## src/rtl/sensor_pkg.sv

```systemverilog
// Shared constants for the sensor conditioning stage: sensor bit positions,
// channel count, default debounce length and the tank level plausibility rule.
package sensor_pkg;

    localparam int IDX_HH = 0;
    localparam int IDX_MM = 1;
    localparam int IDX_LL = 2;
    localparam int IDX_UA = 3;
    localparam int IDX_US = 4;
    localparam int IDX_T  = 5;

    localparam int N_SENSORS          = 6;
    localparam int DEB_CYCLES_DEFAULT = 50000;

    // A higher level sensor reporting wet while a lower one is dry is physically impossible.
    function automatic logic level_implausible(input logic hh, input logic mm, input logic ll);
        return (hh & ~mm) | (mm & ~ll) | (hh & ~ll);
    endfunction

endpackage

```

## src/rtl/debounce_bit.sv

```systemverilog
// One conditioning channel: two-flop synchroniser, consecutive-cycle debounce
// counter, stable level register and a one-cycle change pulse.
module debounce_bit
    import sensor_pkg::*;
#(
    parameter int DEB_CYCLES = DEB_CYCLES_DEFAULT
) (
    input  logic clk,
    input  logic reset,
    input  logic raw,
    output logic stable,
    output logic change
);

    localparam int CNT_W = $clog2(DEB_CYCLES);
    localparam logic [CNT_W-1:0] CNT_MAX = CNT_W'(DEB_CYCLES - 1);

    logic             s1;
    logic             s2;
    logic [CNT_W-1:0] cnt;

    // Any cycle where the synced value agrees with the stable level restarts the count,
    // so only an uninterrupted run of DEB_CYCLES disagreeing cycles is accepted.
    always_ff @(posedge clk) begin
        if (reset) begin
            s1     <= 1'b0;
            s2     <= 1'b0;
            cnt    <= '0;
            stable <= 1'b0;
            change <= 1'b0;
        end else begin
            s1     <= raw;
            s2     <= s1;
            change <= 1'b0;
            if (s2 == stable) begin
                cnt <= '0;
            end else if (cnt == CNT_MAX) begin
                stable <= s2;
                cnt    <= '0;
                change <= 1'b1;
            end else begin
                cnt <= cnt + CNT_W'(1);
            end
        end
    end

endmodule

```

## src/rtl/sensor_conditioner.sv

```systemverilog
// Input conditioning for the irrigation controller: debounced sensor levels,
// change pulses, agro button pulse. Optional level check: SENSOR_COND_LEVEL_CHECK_EN.
module sensor_conditioner
    import sensor_pkg::*;
#(
    parameter int N_IN       = N_SENSORS,
    parameter int DEB_CYCLES = DEB_CYCLES_DEFAULT
) (
    input  logic            clk,
    input  logic            reset,
    input  logic [N_IN-1:0] raw_in,
    input  logic            agro_raw,
    output logic [N_IN-1:0] stable_out,
    output logic [N_IN-1:0] changed,
    output logic            agro_pulse,
    output logic            level_fault
);

    // The agro button rides along as the top channel so it gets identical conditioning.
    logic [N_IN:0] ch_raw;
    logic [N_IN:0] ch_stable;
    logic [N_IN:0] ch_change;

    assign ch_raw = {agro_raw, raw_in};

    for (genvar i = 0; i <= N_IN; i++) begin : g_chan
        debounce_bit #(
            .DEB_CYCLES(DEB_CYCLES)
        ) u_deb (
            .clk   (clk),
            .reset (reset),
            .raw   (ch_raw[i]),
            .stable(ch_stable[i]),
            .change(ch_change[i])
        );
    end

    assign stable_out = ch_stable[N_IN-1:0];
    assign changed    = ch_change[N_IN-1:0];
    assign agro_pulse = ch_change[N_IN] & ch_stable[N_IN];

`ifdef SENSOR_COND_LEVEL_CHECK_EN
    always_ff @(posedge clk) begin
        if (reset) begin
            level_fault <= 1'b0;
        end else begin
            level_fault <= level_implausible(stable_out[IDX_HH], stable_out[IDX_MM], stable_out[IDX_LL]);
        end
    end
`else
    assign level_fault = 1'b0;
`endif

endmodule

```

## config.mk

```make
export PLATFORM = sky130hd
export DESIGN_NAME = sensor_conditioner
export DESIGN_NICKNAME = d
export VERILOG_FILES = /design/src/rtl/sensor_pkg.sv /design/src/rtl/debounce_bit.sv /design/src/rtl/sensor_conditioner.sv
export SDC_FILE = /design/constraint.sdc
export NUM_CORES = 1
export LEC_CHECK = 0
export CAP_MARGIN = 20
export CORE_ASPECT_RATIO = 1.5
export CORE_MARGIN = 5
export CORE_UTILIZATION = 60
export CTS_CLUSTER_SIZE = 25
export DETAILED_ROUTE_END_ITERATION = 8
export HOLD_SLACK_MARGIN = 0.08
export MAX_ROUTING_LAYER = met4
export PLACE_DENSITY_LB_ADDON = 0.05
export SLEW_MARGIN = 20
export SYNTH_ARGS = -nofsm -noshare
export SYNTH_HDL_FRONTEND = slang
export SYNTH_HIERARCHICAL = 1
export SYNTH_SLANG_ARGS = --single-unit
```

## constraint.sdc

```tcl
create_clock -name clk -period 3.4 [get_ports clk]
set_input_delay 0.51 -clock clk [delete_from_list [all_inputs] [get_ports clk]]
set_output_delay 0.51 -clock clk [all_outputs]
set_load 0.01 [all_outputs]
```

# [Yosys cells after proc, flatten, opt, wreduce, memory -nomap -nowiden]
# Index checks and enable logic that the tools add are counted.
[totals] register_bits=140 output_inout_bits=14 word_cells=92
[classes] n_addsub=7 eq_ne=14 mux=7 bitwise=8 reduce_logical=21
[ops] cell="16-bit by 1-bit adder with 16-bit output (second input constant)" n=7
[ops] cell="16-bit == test (second input constant)" n=7
[ops] cell="3-bit OR reduction" n=7
[ops] cell="2-bit AND reduction" n=7
[ops] cell="2-bit OR reduction" n=7
[ops] cell="1-bit == test" n=7
[ops] cell="1-bit two-way mux" n=7
[ops] cell="1-bit NOT" n=7
[ops] cell="1-bit AND" n=1

# [Logic depth before layout (Yosys ltp)]
[logic_depth] ltp_word=3 mapped_depth=7 depth_no_buf=5

# [Modules after synthesis]
# The synthesis kept the hierarchy.
[by_module_without_submodules] module="debounce_bit" n_inst=7 cells_per_inst=94 area_each_um2=925.9 seq_area_each_um2=400.4
[by_module_without_submodules] module="sensor_conditioner" n_inst=1 cells_per_inst=15 area_each_um2=107.6 seq_area_each_um2=0.0

# [Least setup slack after synthesis]
# OpenSTA, ideal clock, no wires.
[synth_path] path_kind="flip-flop to flip-flop" start="reg g_chan[0].u_deb.cnt[0]" end="reg g_chan[0].u_deb.cnt[13]" t_arrival_ns=1.504 setup_slack_ns=1.834 stages_incl_launch_ff=8 path_buffers=2 cell_sequence="dfxtp_1 -> ha_1 -> and3_1 -> and4_1 -> or2_1 -> buf_6 -> buf_12 -> nor2_4"
[synth_between] elab_chain_len=2
[synth_lines] element="start: declaration" line="debounce_bit.sv:20" source="logic [CNT_W-1:0] cnt;"
[synth_lines] element="start signal: assignment" line="debounce_bit.sv:42" source="cnt <= cnt + CNT_W'(1);"
[synth_lines] element="parallel branches: the longest is 2 deep, another holds 16-bit by 1-bit adder with 16-bit output"
# Parallel ways; which one is timed is not known.
# A chain may end at the register's enable or synchronous reset.

# [Final worst setup path]
[layout_path] start="in reset" end="reg g_chan[6].u_deb.cnt[6]"
[layout_between] elab_chain_len=1
[layout_lines] element="start: declaration" line="sensor_conditioner.sv:10" source="input logic reset,"
[layout_lines] element="3-bit OR reduction (no line)"
[layout_lines] element="end signal: assignment" line="debounce_bit.sv:42"
[layout_lines] element="end: declaration" line="debounce_bit.sv:20"
# Every way passes these cells.

==> flow_summary.json <==
{
  "r2r_start": "g_chan[2].u_deb/cnt[0]$_SDFF_PP0_",
  "crit_end": "g_chan[6].u_deb/cnt[6]$_SDFF_PP0_",
  "hold_violations": 0,
  "fp.dieW_um": 95.6,
  "cts_buffers": 17,
  "crit_fanout": 16,
  "synth_top_area_cell": "dfxtp_1",
  "netlist_top_cells_count": "dfxtp_1 (140), xnor2_1 (77), nor2_1 (70), nor2_4 (56), nand4_1 (35)",
  "ys_seq_elements": 140,
  "finalClockSkew_ns": 0.00936,
  "cts_hold_buf": 0,
  "syn_area_um2": 6590,
  "syn_nets": 689,
  "antenna_found_initial": 0,
  "firstDrtPassIters": 5,
  "io_pins": 23,
  "drtAntennaViolNets": 0,
  "start_util": 0.606,
  "overflow": 0,
  "synth_seq_area_share": 0.425,
  "holdWs_ns": 0.441,
  "antenna_cells": 0,
  "swShare": 0.183,
  "p_per_area_nw_per_um2": 520,
  "synthCells": 673,
  "pwr-share-comb": 0.014,
  "async_flop_share": 0,
  "drive_above_1_share": 0.157,
  "critPathRequiredTime_ns": 3.65,
  "ys_warn_count": 6,
  "cpPeakStageDelay_ns": 0.84,
  "clkPwrFrac": 0.555,
  "drc_errors": 0,
  "p_int_mw": 3.14,
  "wl_per_cell_um": 12.9,
  "synth_edf_count": 0,
  "final_area_um2": 7380,
  "seq_power_share": 0.432,
  "slew_viol_final": 0,
  "synthToLayoutAreaGrowth_pct": 12.0,
  "cts.sinks": 140,
  "h-tree-depth": 4,
  "yosysUniqueCellTypes": 28,
  "cts_buffer_depth": 2,
  "initialDrtViolationCount": 110,
  "grt_max_degree": 17,
  "path_cells": "clkdlybuf4s50_1 > nand2b_1 > or2_1 > nor2_1",
  "p_leak_nw": 2.07,
  "synth_most_common_cell": "dfxtp_1",
  "worstReg2RegEnd": "g_chan[2].u_deb/cnt[5]$_SDFF_PP0_",
  "num_rows": 47,
  "max_freq_mhz": 444,
  "die_y_um": 138,
  "start_kind": "input pin",
  "cts_tree": "done",
  "arrival_ns": 2.50,
  "finalSetupViolCount": 0,
  "max-slew-margin-rel": 0.285,
  "ys.flop_type": "dfxtp_1",
  "reg2reg_depth": 5,
  "gp_congestion": 0.823,
  "grt_pass1_wl_mm": 19.3,
  "grt_use_total": 0.183,
  "max_cap_violations": 0,
  "finalNetCount": 705,
  "hold_path.class": "reg -> reg",
  "ir_worst_vdd_mv": 0.374,
  "rsz0062_at_grt": "false",
  "avgSynthCellArea_um2": 9.79,
  "reg2reg_setup_slack_ns": 1.15,
  "post-cts-setup-buffers": 0,
  "coreArea_um2": 10900,
  "critPathSlowestCell": "clkdlybuf4s50_1",
  "tightest_slew_ns": 1.07,
  "fin_crit_sh": 0.662,
  "final_core_util": 0.678,
  "vias": 4518,
  "finalCriticalPeriod_ns": 2.25,
  "place_area_um2": 6690,
  "insertion_delay_ns": 0.41,
  "grt_pass1_vias": 4470,
  "tns_ns": 0,
  "ys_top_cells_by_area": "dfxtp_1 (43%), xnor2_1 (10%), nor2_4 (9.6%), nor2_1 (4.0%), nand4_1 (3.3%)",
  "drt_wl_total_mm": 10.9,
  "place_hpwl_mm": 7.67,
  "cp-startpoint": "reset",
  "dieArea_um2": 13200,
  "netSwitchingPower_mw": 0.701,
  "ctsResizeCount": 0,
  "clk_pin_slew_worst_paths_ns": 0.05,
  "status": "finished clean",
  "cts_root_buffer": "clkbuf_16",
  "vias_per_cell": 5.32,
  "io_buffers": 21,
  "synth_top_area_frac": 0.425,
  "crit_path_end_kind": "register",
  "worstSetupPathType": "in -> reg"
}
[layout make-up]
class	instances	area, um^2
multi-input combinational	478	3360
fill	911	3500
inverter	28	105
clock buffer	20	447
tap	147	184
clock inverter	12	241
timing repair buffer	24	233
sequential	140	2800
[critical path, delay by kind of cell]
| family | cells | cell delay, ns |
|---|---|---|
| buffers and inverters | 1 | 0.84 |
| AND/OR/NAND/NOR | 3 | 1.15 |
[flip-flops by register name, indices dropped and copies added (netlist names)]
signal,count
g_chan.u_deb/cnt,112
g_chan.u_deb/change,7
g_chan.u_deb/s1,7
g_chan.u_deb/s2,7
g_chan.u_deb/stable,7
[how the worst min path moves through the flow]
stage / start / end / slack (ns) / cells past startpoint
2_1_floorplan: g_chan[0].u_deb/s1$_SDFF_PP0_ / g_chan[0].u_deb/s2$_SDFF_PP0_ / 0.41 / 1
3_3_place_gp: g_chan[3].u_deb/s1$_SDFF_PP0_ / g_chan[3].u_deb/s2$_SDFF_PP0_ / 0.42 / 1
3_5_place_dp: g_chan[6].u_deb/s1$_SDFF_PP0_ / g_chan[6].u_deb/s2$_SDFF_PP0_ / 0.42 / 1
4_1_cts: g_chan[6].u_deb/s1$_SDFF_PP0_ / g_chan[6].u_deb/s2$_SDFF_PP0_ / 0.44 / 1
5_1_grt: g_chan[6].u_deb/s1$_SDFF_PP0_ / g_chan[6].u_deb/s2$_SDFF_PP0_ / 0.45 / 1
6_report: g_chan[1].u_deb/s1$_SDFF_PP0_ / g_chan[1].u_deb/s2$_SDFF_PP0_ / 0.44 / 1
[power by group through the flow]
| stage | clock, mW | combinational, mW | sequential (mW) |
|---|---|---|---|
| finish | 2.13 | 0.0522 | 1.66 |
| global route | 2.26 | 0.0573 | 1.66 |
| CTS | 2.17 | 0.0531 | 1.66 |
| detailed placement | 0 | 0.0527 | 1.69 |
| global placement | 0 | 0.0515 | 1.69 |
| floorplan | 0 | 0.0474 | 1.69 |
[cell usage in the layout, fill, tap and decap left out]
cell type / n
xnor2_1: 77
nor4bb_1: 14
clkbuf_8: 1
inv_1: 28
or2_1: 7
nand2b_1: 7
clkinv_4: 1
nand4_1: 35
mux2i_1: 7
clkinvlp_4: 1
ha_1: 7
nor2_2: 14
dfxtp_1: 140
nor4b_1: 7
nor2_1: 70
and2_1: 1
nor3_1: 28
buf_4: 3
nand3_1: 28
clkbuf_1: 2
conb_1: 1
xor2_1: 21
nor4_1: 21
and3_1: 7
clkdlybuf4s50_1: 21
bufinv_16: 7
a21oi_1: 7
clkinv_2: 3
nor2b_1: 21
nand2_1: 28
and4_1: 7
a31o_2: 7
nor2_4: 56
clkbuf_16: 17
[metrics by stage]
stage                     setup slack [ns]  std cells  total power, mW
after floorplan                       1.83        673             1.74
after global routing                 0.995        849             3.97
after detailed placement             0.713        817             1.75
final                                 1.15        849             3.84
after global placement               0.810        817             1.74
after CTS                             1.10        849             3.88
[routing by layer]
metal / up-vias / global-route usage / wire length [um]
met5: - / - / 0
met4: 0 / 0.0705 / 121
met3: 11 / 0.0462 / 340
met2: 66 / 0.314 / 5880
met1: 2135 / 0.199 / 4580
li1: 2306 / - / -
[cells by family (layout without fill, tap and decap cells)]
group | after synthesis | in the layout | synth area share
compound gates | 14 | 14 | 0.0146
xor+xnor | 98 | 98 | 0.130
fa+ha+maj | 7 | 7 | 0.0133
buf+inv | 55 | 84 | 0.0640
flops | 140 | 140 | 0.425
mux | 7 | 7 | 0.0106
other cells | 1 | 1 | 0.000569
simple gates | 351 | 351 | 0.341
No activity file was read; power rests on OpenSTA's default activity.
==> RTL change 1: new RTL, same flow settings <==
`DEB_CYCLES_DEFAULT`: 50000 -> 200000.
--- a/src/rtl/sensor_pkg.sv
+++ b/src/rtl/sensor_pkg.sv
@@ -10,7 +10,7 @@
     localparam int IDX_T  = 5;
 
     localparam int N_SENSORS          = 6;
-    localparam int DEB_CYCLES_DEFAULT = 50000;
+    localparam int DEB_CYCLES_DEFAULT = 200000;
 
     // A higher level sensor reporting wet while a lower one is dry is physically impossible.
     function automatic logic level_implausible(input logic hh, input logic mm, input logic ll);
Function: no difference found for any inputs over 10 cycles, from zero or initial values and one cycle with reset high; that may be too few to reach the edited logic, so the function may still have changed.
==> RTL change 1 against the original RTL <==
- sequential cell count up 14
- wire length up 23%
- global-route usage up 2.1 points
- power down 2.0%
- synthesized area up 9.3%
- setup slack better by 0.26 ns
- final area up 7.1%
- sequential power up 9.6%
- critical path type is now register to primary output
==> RTL change 1: results (changes against the original RTL) <==
Int Pwr 3.03 mW (was 3.14 mW); Total Nets Final 788 (was 705); Vias/cell 5.80 (was 5.32); dpl cells 906 (was 817); Worst VDD drop 339 µV (was 374 µV); relative slew slack 40.9% (was 28.5%); WHS 0.439 ns (was 0.441 ns); Leakage Power 2.67 nW (was 2.07 nW); flop-to-flop setup slack 1.61 ns (was 1.15 ns); status finished clean (unchanged); hold endpoint g_chan[6].u_deb/s2$_SDFF_PP0_ (was g_chan[1].u_deb/s2$_SDFF_PP0_); GR Util met1 21.8% (was 19.9%); worst min path class register to register (unchanged); largest net degree at the start of global routing 22 (was 17); DPL Wire Length 9370 µm (was 7670 µm); R2R depth 4 (was 5); layout cell share with drive strength beyond 1 10.3% (was 15.7%); Unique masters post-synth 29 (was 28); WS Path Type register to primary output (was primary input to register); RR Startpoint g_chan[4].u_deb/cnt[2]$_SDFF_PP0_ (was g_chan[2].u_deb/cnt[0]$_SDFF_PP0_); routability cong. 0.803 (was 0.823); WL/cell 14.3 µm (was 12.9 µm); clock network power share 50.4% (was 55.5%); Final Worst Setup Slack 1.41 ns (was 1.15 ns); GRT Util Overall 20.4% (was 18.3%); slowest stage delay, CP 0.55 ns (was 0.84 ns); Setup WS pre-CTS 0.985 ns (was 0.713 ns); initial detailed-routing violation count 190 (was 110); sw power 736 µW (was 701 µW); synth cell count leaders dfxtp_1, nor2_1, nand4_1 (was dfxtp_1, xnor2_1, nor2_1); Seq pwr share 48.4% (was 43.2%); max reg flops 126 (was 112); critical path endpoint agro_pulse (was g_chan[6].u_deb/cnt[6]$_SDFF_PP0_); met2 usage 36.0% (was 31.4%); clk slew on worst S/H paths 0.06 ns; Post-DP Area 7290 µm² (was 6690 µm²); FFs w/ async S/R, synth 0% (unchanged); Mapped Avg Cell Area 9.34 µm² (was 9.79 µm²); critical-path maximum fanout 3 (was 16); first-pass GRT wire length 23500 µm (was 19300 µm); HP Start g_chan[6].u_deb/s1$_SDFF_PP0_ (was g_chan[1].u_deb/s1$_SDFF_PP0_); FF-to-FF End g_chan[4].u_deb/cnt[17]$_SDFF_PP0_ (was g_chan[2].u_deb/cnt[5]$_SDFF_PP0_); Critical Path Start g_chan[6].u_deb/stable$_SDFFE_PP0P_ (was reset); Layout Skew 0.0111 ns (was 0.00936 ns); DR pass1 iterations 7 (was 5); GR Util met3 4.44% (was 4.62%); via count 5440 (was 4518); register area share after synthesis 42.8% (was 42.5%); Worst path top cell family by delay buffers and inverters (was simple AND/OR/NAND/NOR gates)
RTL change 1: cell types whose count changed after synthesis, sizes merged, moves of 21 or more:
cell,unedited run,this run
nand3,28,56
inv,28,7
xnor2,77,49
nand4,35,70
and2,1,22
xor2,21,63
and4,7,28
RTL change 1: area by class of cell:
| type | count | area (µm²) |
|---|---|---|
| Tap cell | 153 | 191 |
| Sequential cell | 154 | 3080 |
| Fill cell | 1011 | 4000 |
| Inverter | 7 | 26.3 |
| Clock inverter | 11 | 144 |
| Timing Repair Buffer | 23 | 225 |
| Clock buffer | 21 | 460 |
| Multi-Input combinational cell | 569 | 3770 |
RTL change 1: kinds of logic after synthesis:
logic type,synth area share [%]
AOI/OAI and AO/OA,4.38
xor gates and xnor gates,13.6
adders and majority gates,1.22
buffers and inverters,4.88
DFF,42.8
other,0.0521
and+or+nand+nor,33.0
RTL change 1: routing by layer:
metal	part of all wire [%]	routed length, µm
met3	2.5	337
met1	43	5830
met5	0	0
met4	1.2	165
met2	53	7080
==> RTL change 2: new RTL, same settings <==
Made on the original files. Register the outputs `stable_out`, `changed` and `agro_pulse`, without a reset; this adds one clock of latency there. The other outputs are not delayed to match.
--- a/src/rtl/sensor_conditioner.sv
+++ b/src/rtl/sensor_conditioner.sv
@@ -35,9 +35,11 @@
         );
     end
 
-    assign stable_out = ch_stable[N_IN-1:0];
-    assign changed    = ch_change[N_IN-1:0];
-    assign agro_pulse = ch_change[N_IN] & ch_stable[N_IN];
+    always_ff @(posedge clk) begin
+        stable_out <= ch_stable[N_IN-1:0];
+        changed    <= ch_change[N_IN-1:0];
+        agro_pulse <= ch_change[N_IN] & ch_stable[N_IN];
+    end
 
 `ifdef SENSOR_COND_LEVEL_CHECK_EN
     always_ff @(posedge clk) begin
Formal check against the unedited RTL: no difference found for any inputs over 10 cycles, from zero or initial values and one cycle with reset high; that may be too few to reach the edited logic, so the function may still have changed.
==> RTL change 2 against the original RTL <==
- critical path type is now register to register
- power shrank 0.37%
- final area grew 2.9%
- non-clock buffer count grew 2
- utilization grew 0.88 points
- sequential cell count grew 13
- first-iteration DRC count grew 48%
- synthesized area grew 2.6%
- global-route usage shrank 0.72 points
- setup slack gained 0.055 ns
- synthesized cell count grew 0.15%
- wire length shrank 0.29%
==> RTL change 2: results (changes against the original RTL) <==
status finished clean (unchanged); Total Nets Final 720 (was 705); largest cells by area after synthesis dfxtp_1, xnor2_1, nor2_4 (unchanged); first-pass GRT wire length 19600 µm (was 19300 µm); routability cong. 0.794 (was 0.823); cell count after synthesis 674 (was 673); DPL Wire Length 7640 µm (was 7670 µm); HP Start g_chan[3].u_deb/change$_SDFF_PP0_ (was g_chan[1].u_deb/s1$_SDFF_PP0_); Clock buf/inv share 8.29% (was 9.33%); die width 96.7 µm (was 95.6 µm); Layout clock buffers 21 (was 20); final core utilization 68.7% (was 67.8%); initial detailed-routing violation count 163 (was 110); Seq area share 40.3% (was 38.0%); Int Pwr 3.09 mW (was 3.14 mW); RR Startpoint g_chan[0].u_deb/cnt[0]$_SDFF_PP0_ (was g_chan[2].u_deb/cnt[0]$_SDFF_PP0_); GRT Util Overall 17.6% (was 18.3%); Leakage Power 2.15 nW (was 2.07 nW); CTS sink cnt 153 (was 140); Net Sw Frac 19.1% (was 18.3%); Layout Skew 0.0101 ns (was 0.00936 ns); register area share after synthesis 45.3% (was 42.5%); Crit-path slowest cell or2_1 (was clkdlybuf4s50_1); synth cell count leaders dfxtp_1, xnor2_1, nor2_1 (unchanged); hold endpoint changed[3]$_DFF_P_ (was g_chan[1].u_deb/s2$_SDFF_PP0_); Final Worst Setup Slack 1.20 ns (was 1.15 ns); Post-DP Area 6960 µm² (was 6690 µm²); fillers 908 (was 911); slowest stage delay, CP 0.81 ns (was 0.84 ns)
RTL change 2: cell types whose count changed in the layout (fill, tap and decap cells not counted), sizes merged:
| cell | unedited run | this run |
|---|---|---|
| clkinv | 4 | 5 |
| dfxtp | 140 | 153 |
| buf | 3 | 5 |
| clkbuf | 20 | 21 |
| bufinv | 7 | 4 |
| inv | 28 | 29 |
RTL change 2: routing by layer:
layer	wire (µm)	track usage, %	vias to the layer above
met2	5670	30.1	69
met1	4800	19.5	2147
met3	279	4.68	14
met4	144	6.88	0
met5	0	-	-
li1	-	-	2341
RTL change 2: kinds of logic after synthesis:
| logic type | after synthesis | share of synthesized area, % |
|---|---|---|
| muxes | 7 | 1.04 |
| adders and majority gates | 7 | 1.30 |
| xor gates and xnor gates | 98 | 12.7 |
| other | 1 | 0.0555 |
| buffers and inverters | 43 | 4.91 |
| AOI/OAI and AO/OA | 14 | 1.43 |
| DFF | 153 | 45.3 |
| and+or+nand+nor | 351 | 33.3 |
